--- config.mk ---
export PLATFORM = sky130hd
export DESIGN_NAME = delay_line
export DESIGN_NICKNAME = d
export VERILOG_FILES = /design/src/rtl/delay_line.sv
export SDC_FILE = /design/constraint.sdc
export NUM_CORES = 1
export LEC_CHECK = 0
export CORE_ASPECT_RATIO = 1.4
export CORE_MARGIN = 2
export CORE_UTILIZATION = 30
export CTS_BUF_LIST = sky130_fd_sc_hd__clkbuf_8
export DETAILED_ROUTE_END_ITERATION = 7
export HOLD_SLACK_MARGIN = 0.03
export PLACE_DENSITY = 0.49
export SYNTH_ARGS = -nofsm -noshare
export SYNTH_HDL_FRONTEND = slang
export SYNTH_SLANG_ARGS = --single-unit
--- constraint.sdc ---
create_clock -name clk -period 4 [get_ports clk]
set_input_delay 0.4 -clock clk [delete_from_list [all_inputs] [get_ports clk]]
set_output_delay 0.4 -clock clk [all_outputs]
set_load 0.03 [all_outputs]
--- src/rtl/delay_line.sv ---
`default_nettype none
//==============================================================================
// delay_line : fixed-latency delay of a signed sample stream (register chain or
//              circular RAM buffer) with a primed flag.        Rev 1.0
//==============================================================================
module delay_line #(
   parameter int DATA_WIDTH   = 12,
   parameter int DELAY_CYCLES = 8,
   parameter int SRL_MAX      = 32
) (
   input  logic                         clk,
   input  logic                         rst,
   input  logic signed [DATA_WIDTH-1:0] data_in,
   output logic signed [DATA_WIDTH-1:0] data_out,
   output logic                         primed
);

   if (DELAY_CYCLES == 0) begin : g_bypass
      assign data_out = data_in;
      assign primed   = 1'b1;
   end else begin : g_delay
      localparam int            CW     = $clog2(DELAY_CYCLES + 1);
      localparam logic [CW-1:0] c_full = CW'(DELAY_CYCLES);

      logic [CW-1:0] count_q, count_d;
      logic          primed_q;

      always_comb begin
         count_d = (count_q == c_full) ? count_q : count_q + 1'b1;
      end

      always_ff @(posedge clk or posedge rst) begin
         if (rst) begin
            count_q  <= '0;
            primed_q <= 1'b0;
         end else begin
            count_q  <= count_d;
            primed_q <= (count_d == c_full);
         end
      end

      assign primed = primed_q;

      if (DELAY_CYCLES <= SRL_MAX) begin : g_chain
         logic signed [DATA_WIDTH-1:0] chain_q [DELAY_CYCLES];

         always_ff @(posedge clk or posedge rst) begin
            if (rst) begin
               for (int i = 0; i < DELAY_CYCLES; i++) chain_q[i] <= '0;
            end else begin
               chain_q[0] <= data_in;
               for (int i = 1; i < DELAY_CYCLES; i++) chain_q[i] <= chain_q[i-1];
            end
         end

         assign data_out = chain_q[DELAY_CYCLES-1];
      end else begin : g_ram
         // N-1 RAM entries plus the output register give exactly N cycles.
         localparam int            DEPTH  = DELAY_CYCLES - 1;
         localparam int            AW     = $clog2(DEPTH);
         localparam logic [AW-1:0] c_last = AW'(DEPTH - 1);

         logic signed [DATA_WIDTH-1:0] mem [DEPTH];
         logic [AW-1:0]                wptr_q, wptr_d;
         logic signed [DATA_WIDTH-1:0] out_q;

         always_comb begin
            wptr_d = (wptr_q == c_last) ? '0 : wptr_q + 1'b1;
         end

         always_ff @(posedge clk) begin
            mem[wptr_q] <= data_in;
         end

         always_ff @(posedge clk or posedge rst) begin
            if (rst) begin
               wptr_q <= '0;
               out_q  <= '0;
            end else begin
               wptr_q <= wptr_d;
               out_q  <= mem[wptr_q];
            end
         end

         // RAM is not cleared on reset, so hide it until real history arrives.
         assign data_out = primed_q ? out_q : '0;
      end
   end

endmodule
`default_nettype wire

# Word-level counts from Yosys, hierarchy flattened
# Index checks and enable logic that the tools add are counted.
# word_totals
inputBits	14
output_inout_bits	13
latch_bits	0
ram_bits	0
n_memories	0
mem_bits_ro	0
ff_bits	101
word_cells	14
# op_classes
n_addsub	1
n_lt_le_gt_ge	0
n_shift	0
n_bitwise	0
muxes	1
n_eq_ne	2
multipliers	0
n_reduce_logical	0
n_div	0
# ops
operator	n
$eq A4 B4 Y1 const B	2
$add A4 B1 Y4 const B	1
$mux W4	1

# Longest topological paths before layout
# Gate-level depths: netlist (run 1).
# logic_depth
word_depth	3
mapped_depth	5
mapped_depth_nobuf	5

# Worst setup path before layout (run 1)
# Ideal clock, no wire load.
# synth_path
path_type	flip-flop to flip-flop
from	register g_delay.count_q[0]
to	register g_delay.primed_q, in the netlist primed
t_required_ps	3905
setup_time_ps	95
t_arrival_ps	1026
path_buffers	0
path_stages_with_launch	6
setup_slack_ps	2879
period_less_slack_ps	1121
cell_sequence	dfrtp_1 inv_1 ha_1 nand3b_1 xnor2_1 nor4b_2
# synth_via
elab_chain_cells	3
elab_cells_between_ends	4
# synth_rtl
element	line	rtl
start, declared	25	logic [CW-1:0] count_q, count_d;
start signal, assigned	37	count_q <= count_d;
$add A4 B1 Y4 / $eq A4 B4 Y1 (equally long branches)	29	count_d = (count_q == c_full) ? count_q : count_q + 1'b1;
$mux W4 *	29	
named net g_delay.count_d[0]	25	
$eq A4 B4 Y1 *	38	primed_q <= (count_d == c_full);
end signal, assigned	38	
end, declared	26	logic primed_q;
# Mark *: on every way through the listed nets, which the timed path passes. The rest lies on a longest branch.

# Worst setup path in the final report (run 1)
# layout_path
from	register g_delay.g_chain.chain_q, in the netlist data_out[2]
to	output port data_out[2]
# layout_lines
element	line	rtl
start, declared	45	logic signed [DATA_WIDTH-1:0] chain_q [DELAY_CYCLES];
end, declared	14	output logic signed [DATA_WIDTH-1:0] data_out,
# No word-level cell between the ends.

==> results.py, run 1 <==
metrics = {
    "clocking": {
        "clk_latency_ns": 0.34,
        "cts_htree_levels": 3,
        "cts_inserted_buffers": 9,
        "ctsHoldBuffers": 0,
        "clock_tree.root_cell": "clkbuf_8",
        "worst_setup_hold_path_clk_slew_ns": 0.09,
        "tritoncts": "yes",
        "clockBufferDepth": 2,
        "clock_sink_count": 101,
        "cts_repair_resize_count": 0,
        "post_cts_buffers": 0,
    },
    "grt": {
        "grt_overflow_total": 0,
        "initial_antenna_violation_count": 0,
        "largest_net_degree_at_the_start_of_global_routing": 72,
        "grt_usage_pct": 6.426,
        "wire_length_of_the_first_global_routing_pass_mm": 4.616,
        "first_global_vias": 1072,
    },
    "drt": {
        "drt-initial-drc-count": 65,
        "drtAntennaViolNets": 0,
        "routed_via_density": 3.743,
        "wl_per_cell_um": 10.08,
        "drcViolationCount": 0,
        "detailroute.via_count": 992,
        "dr.pass1.iters": 4,
        "drt_wl_total_mm": 2.672,
    },
    "worst_hold_path": {
        "min_delay_worst_endpoint": "g_delay.g_chain.chain_q[42]$_DFF_PP0_",
        "hold_path.class": "register to register",
        "hold_start": "g_delay.g_chain.chain_q[54]$_DFF_PP0_",
        "worst_hold_path.num_cells": 0,
    },
    "power": {
        "intPower_w": 0.001440,
        "p_clk_share_pct": 36.7,
        "power.switching_fraction_pct": 19.76,
        "vdd_ir_drop_max_v": 0.0002492,
        "power.share.sequential_pct": 60.2,
        "p_leak_nw": 1.440,
        "power.net_switching_w": 0.0003546,
        "comb_power_share_pct": 3.1,
        "power_density_cells_nw_per_um2": 552.0,
    },
    "die": {
        "die-area_um2": 9868,
        "rows": 41,
        "dieWidth_um": 84.53,
        "io_pins": 27,
        "design.core.area_um2": 8926,
        "fp.dieH_um": 116.7,
        "initial_utilization_pct": 30.52,
    },
    "timing": {
        "slew_headroom_pct": 46.17,
        "rsz_0062_raised_after_global_routing": "false",
        "setup_viol": 0,
        "hold_ws_ns": 0.3462,
        "final-hold-violation-count": 0,
        "setup_tns_ns": 0,
        "drv_slew": 0,
        "skew_ns": 0.005480,
        "timing.final.crit_share_pct": 43.61,
        "timing_worst_slew_pin_value_ns": 0.8075,
        "clock.fmax_mhz": 573.2,
        "final_critical_path_time_including_i_o_delays_and_setup_ns": 1.745,
    },
    "critical_path": {
        "worst_path_dominant_cell_family": "buffers and inverters",
        "reg2regPathDepth": 5,
        "crit-reg2reg-launch": "g_delay.count_q[0]$_DFF_PP0_",
        "timing_worst_setup_path_type": "register to output port",
        "critical_path_buffers_and_inverters": 1,
        "startpoint_type": "register",
        "critPathRequiredTime_ns": 3.60,
        "worstPathArrival_ns": 1.34,
        "cell_at_the_slowest_stage_of_the_critical_path": "clkdlybuf4s50_1",
        "worst-path-max-fanout": 1,
        "r2r-end": "primed$_DFF_PP0_",
        "timing.reg2reg.setup_slack_ns": 2.78,
        "max_stage_delay_ns": 0.66,
        "ordered_cell_list_for_the_critical_path": "clkdlybuf4s50_1",
        "worst_setup_path_end_kind": "output port",
    },
    "logic_synthesis": {
        "seq_area_frac_synth_pct": 92.79,
        "netlist-cell-type-count": 12,
        "syn-num-nets": 143,
        "ys_seq_elements": 101,
        "synthesis.area_per_instance_um2": 21.45,
        "synth_warnings": 0,
        "synth.cell_area_um2": 2724,
        "synthCells": 127,
    },
    "finish": {
        "antenna-diode-count": 0,
        "syn2layout_area_growth_pct": 19.38,
        "post_route_cells_drive_above_1_share_pct": 11.39,
        "finalNetCount": 169,
        "num-fill-cells": 839,
    },
    "placement": {
        "gpl.final_weighted_congestion": 0.6974,
        "buffer_ports.inserted": 26,
        "dpl.hpwl_mm": 1.583,
    },
    "job": {
        "max-cap-violations": 0,
    },
    "status": {
        "outcome": "finished clean",
    },
}
## power groups by stage
stage	sequential [W]	clock (W)	combinational, W
6_report	0.00108	0.000658	0.0000563
5_1_grt	0.00109	0.000724	0.0000628
4_1_cts	0.00108	0.000687	0.0000586
3_5_place_dp	0.00110	0	0.0000586
3_3_place_gp	0.00110	0	0.0000565
2_1_floorplan	0.00110	0	0.0000371
## sequential cells by signal, summed over array words and instances, names as in the netlist
signal / count
data_out: 12
g_delay.count_q: 4
g_delay.g_chain.chain_q: 84
primed: 1
## worst max-delay path by stage
stage	start	end	slack, ns	depth (start not counted)
2_1_floorplan	rst	data_out[0]$_DFF_PP0_	0.95	1
3_3_place_gp	rst	g_delay.g_chain.chain_q[86]$_DFF_PP0_	2.19	3
6_report	data_out[2]$_DFF_PP0_	data_out[2]	2.26	1
3_5_place_dp	rst	g_delay.g_chain.chain_q[90]$_DFF_PP0_	2.09	3
4_1_cts	data_out[2]$_DFF_PP0_	data_out[2]	2.22	1
5_1_grt	data_out[7]$_DFF_PP0_	data_out[7]	2.19	1
## cells in the final DEF (no fill, tap or decap), drive strengths merged
cell	n
xnor2	2
buf	1
nand3	1
and2	1
nand2b	1
or2b	1
ha	2
inv	5
nand3b	1
nor4b	1
clkbuf	9
clkdlybuf4s50	26
clkinvlp	1
dfrtp	101
clkinv	2
bufinv	2
o21ai	1
## through the flow
stage	instance area [um2]	instances	total power [W]	util [%]	setup WS (ns)
after floorplan	2724	127	0.001134	-	0.9529
after global placement	3038	249	0.001154	34.03	2.195
after detailed placement	3038	249	0.001161	34.03	2.087
after CTS	3252	265	0.001828	36.43	2.219
after global routing	3252	265	0.001873	36.43	2.186
final	3252	265	0.001795	36.43	2.255
## Yosys cell counts (all sizes together)
master  count  share of area [%]
nand3b      1               0.28
dfrtp     101                 93
and2        1               0.23
nand3       1               0.18
or2b        1               0.28
nor4b       1               0.55
buf        12                3.3
o21ai       1               0.18
inv         3               0.41
xnor2       2               0.64
ha          2               0.92
nand2b      1               0.23
## cell type report
cell class / instances / area, um2 / share of cell area [%]
clock buffers: 9 / 123.9 / 3.809
multi-input cells: 11 / 95.09 / 2.924
clock inverters: 7 / 90.09 / 2.770
flip-flops and latches: 101 / 2527 / 77.72
repair buffers: 27 / 267.8 / 8.234
inverters: 3 / 13.76 / 0.4232
well taps: 107 / 133.9 / 4.117
## metal layers
layer  track usage (%)  share of wire, %  up-vias
met1             6.183                39      520
met2             10.60                51       35
met3             2.332               6.4        8
li1                  -                 -      429
met5                 0                 0        -
met4             6.032               3.4        0
## kinds of logic after synthesis
kind of cell | share of synthesized area [%]
AOI/OAI and AO/OA | 0.1836
xor gates and xnor gates | 0.6432
adders and majority gates | 0.9185
buffers and inverters | 3.721
DFF | 92.79
and+or+nand+nor | 1.746
Note: power is estimated with default switching activity, not from simulation.
==> run 2, diff against run 1 <==
==> constraint.sdc (replaced) <==
create_clock -name clk -period 1.8 [get_ports clk]
set_input_delay 0.18 -clock clk [delete_from_list [all_inputs] [get_ports clk]]
set_output_delay 0.18 -clock clk [all_outputs]
set_load 0.03 [all_outputs]
==> results.py, run 2 (synthesis results as in run 1) <==
metrics = {
    "critical_path": {
        "critical_path_buffers_and_inverters": 1,
        "worst_setup_path_end_kind": "output port",
        "worst-path-max-fanout": 1,
        "timing_worst_setup_path_type": "register to output port",
        "worst_path_dominant_cell_family": "buffers and inverters",
        "startpoint_type": "register",
        "max_stage_delay_ns": 0.67,
        "ordered_cell_list_for_the_critical_path": "clkdlybuf4s50_1",
        "cell_at_the_slowest_stage_of_the_critical_path": "clkdlybuf4s50_1",
        "worstPathArrival_ns": 1.34,
        "critPathRequiredTime_ns": 1.62,
    },
    "grt": {
        "initial_antenna_violation_count": 0,
        "largest_net_degree_at_the_start_of_global_routing": 102,
        "first_global_vias": 1056,
        "grt_usage_pct": 6.761,
        "wire_length_of_the_first_global_routing_pass_mm": 4.719,
        "grt_overflow_total": 0,
    },
    "die": {
        "die-area_um2": 9868,
        "dieWidth_um": 84.53,
        "fp.dieH_um": 116.7,
        "design.core.area_um2": 8926,
        "rows": 41,
        "io_pins": 27,
        "initial_utilization_pct": 30.52,
    },
    "finish": {
        "post_route_cells_drive_above_1_share_pct": 9.494,
        "area_taken_by_multi_input_logic_gates_um2": 95.09,
        "largest_register_ffs": 84,
        "num-fill-cells": 866,
        "finalNetCount": 169,
        "layout.area.seq_um2": 2527,
        "finalNonFillerCells": 265,
        "top_register": "g_delay.g_chain.chain_q",
        "syn2layout_area_growth_pct": 18.33,
        "antenna-diode-count": 0,
        "layout.cells.most_common_list": "dfrtp_1, clkdlybuf4s50_1, clkbuf_8",
        "final_common_cell": "dfrtp_1",
    },
    "worst_hold_path": {
        "hold_path.class": "primary input to register",
    },
    "power": {
        "vdd_ir_drop_max_v": 0.0004119,
        "power.switching_fraction_pct": 20.30,
        "p_clk_share_pct": 32.5,
        "power_density_cells_nw_per_um2": 1161,
        "power.net_switching_w": 0.0007598,
        "intPower_w": 0.002983,
        "power.share.sequential_pct": 64.1,
        "p_leak_nw": 1.434,
        "comb_power_share_pct": 3.5,
    },
    "clocking": {
        "cts_htree_levels": 3,
        "tritoncts": "yes",
        "clk_latency_ns": 0.34,
        "cts_inserted_buffers": 9,
        "clock_tree.root_cell": "clkbuf_8",
        "worst_setup_hold_path_clk_slew_ns": 0.08,
        "clock_sink_count": 101,
        "post_cts_buffers": 0,
        "clockBufferDepth": 2,
        "cts_repair_resize_count": 0,
        "ctsHoldBuffers": 0,
    },
    "timing": {
        "clock.fmax_mhz": 659.0,
        "rsz_0062_raised_after_global_routing": "false",
        "final_critical_path_time_including_i_o_delays_and_setup_ns": 1.517,
        "setup_viol": 0,
        "final-hold-violation-count": 0,
        "timing.final.crit_share_pct": 84.30,
        "setup_tns_ns": 0,
        "timing_worst_slew_pin_value_ns": 0.5100,
        "drv_slew": 0,
        "slew_headroom_pct": 66.00,
        "skew_ns": 0.003288,
    },
    "drt": {
        "drtAntennaViolNets": 0,
        "detailroute.via_count": 996,
        "drt-initial-drc-count": 65,
        "dr.pass1.iters": 4,
        "routed_via_density": 3.758,
        "drt_wl_total_mm": 2.670,
        "wl_per_cell_um": 10.08,
        "drcViolationCount": 0,
    },
    "placement": {
        "gpl.final_weighted_congestion": 0.6551,
        "buffer_ports.inserted": 26,
        "place_inst": 249,
        "dpl.hpwl_mm": 1.414,
    },
    "job": {
        "max-cap-violations": 0,
    },
    "status": {
        "outcome": "finished clean",
    },
}
## run 2: cell count changes in the layout (fill, tap and decap cells not counted), sizes merged
cell	before	now
bufinv	2	0
clkbuf	9	11
clkinv	2	1
inv	5	6
## run 2: power groups by stage
stage	clock network (W)	registers, W	logic, W
final	0.00122	0.00240	0.000129
after global routing	0.00139	0.00241	0.000144
after CTS	0.00129	0.00240	0.000135
after detailed placement	0	0.00245	0.000135
after global placement	0	0.00244	0.000131
after floorplan	0	0.00244	0.0000831
## run 2: per-stage QoR
| step | power [W] | cell area (um2) | worst slack (ns) | util [%] | hold WS (ns) |
|---|---|---|---|---|---|
| 2_1_floorplan | 0.002521 | 2728 | 0.4164 | - | 0.2114 |
| 3_3_place_gp | 0.002570 | 3052 | 0.6555 | 34.19 | 0.3316 |
| 3_5_place_dp | 0.002581 | 3052 | 0.5386 | 34.19 | 0.3347 |
| 4_1_cts | 0.003829 | 3223 | 0.2382 | 36.11 | 0.2335 |
| 5_1_grt | 0.003947 | 3223 | 0.2024 | 36.11 | 0.2395 |
| 6_report | 0.003743 | 3223 | 0.2826 | 36.11 | 0.2646 |
## run 2: cell type report
class                      instances  area share, %
inverter                           3         0.4658
multi-input combinational         11          2.950
timing repair buffer              27          8.696
tap                              107          4.154
sequential                       101          78.42
clock buffer                      11          4.697
clock inverter                     5         0.6211
## run 2: worst paths after layout
check,depth (start not counted),to,startpoint,slack (ns)
setup / recovery,1,data_out[5],data_out[5]$_DFF_PP0_,0.28
hold / removal,1,g_delay.g_chain.chain_q[84]$_DFF_PP0_,data_in[0],0.26
setup reg to reg,5,primed$_DFF_PP0_,g_delay.count_q[0]$_DFF_PP0_,0.53
hold reg to reg,0,g_delay.g_chain.chain_q[37]$_DFF_PP0_,g_delay.g_chain.chain_q[49]$_DFF_PP0_,0.35
max in group asynchronous,3,g_delay.g_chain.chain_q[15]$_DFF_PP0_,rst,1.09
min in group asynchronous,3,g_delay.g_chain.chain_q[92]$_DFF_PP0_,rst,0.30
## run 2: metal layers
| metal | global-route usage [%] | vias to the layer above | routed length [um] |
|---|---|---|---|
| li1 | - | 429 | - |
| met1 | 6.982 | 529 | 1014 |
| met2 | 9.606 | 29 | 1350 |
| met3 | 2.968 | 9 | 175 |
| met4 | 7.619 | 0 | 129 |
| met5 | 0 | - | 0 |
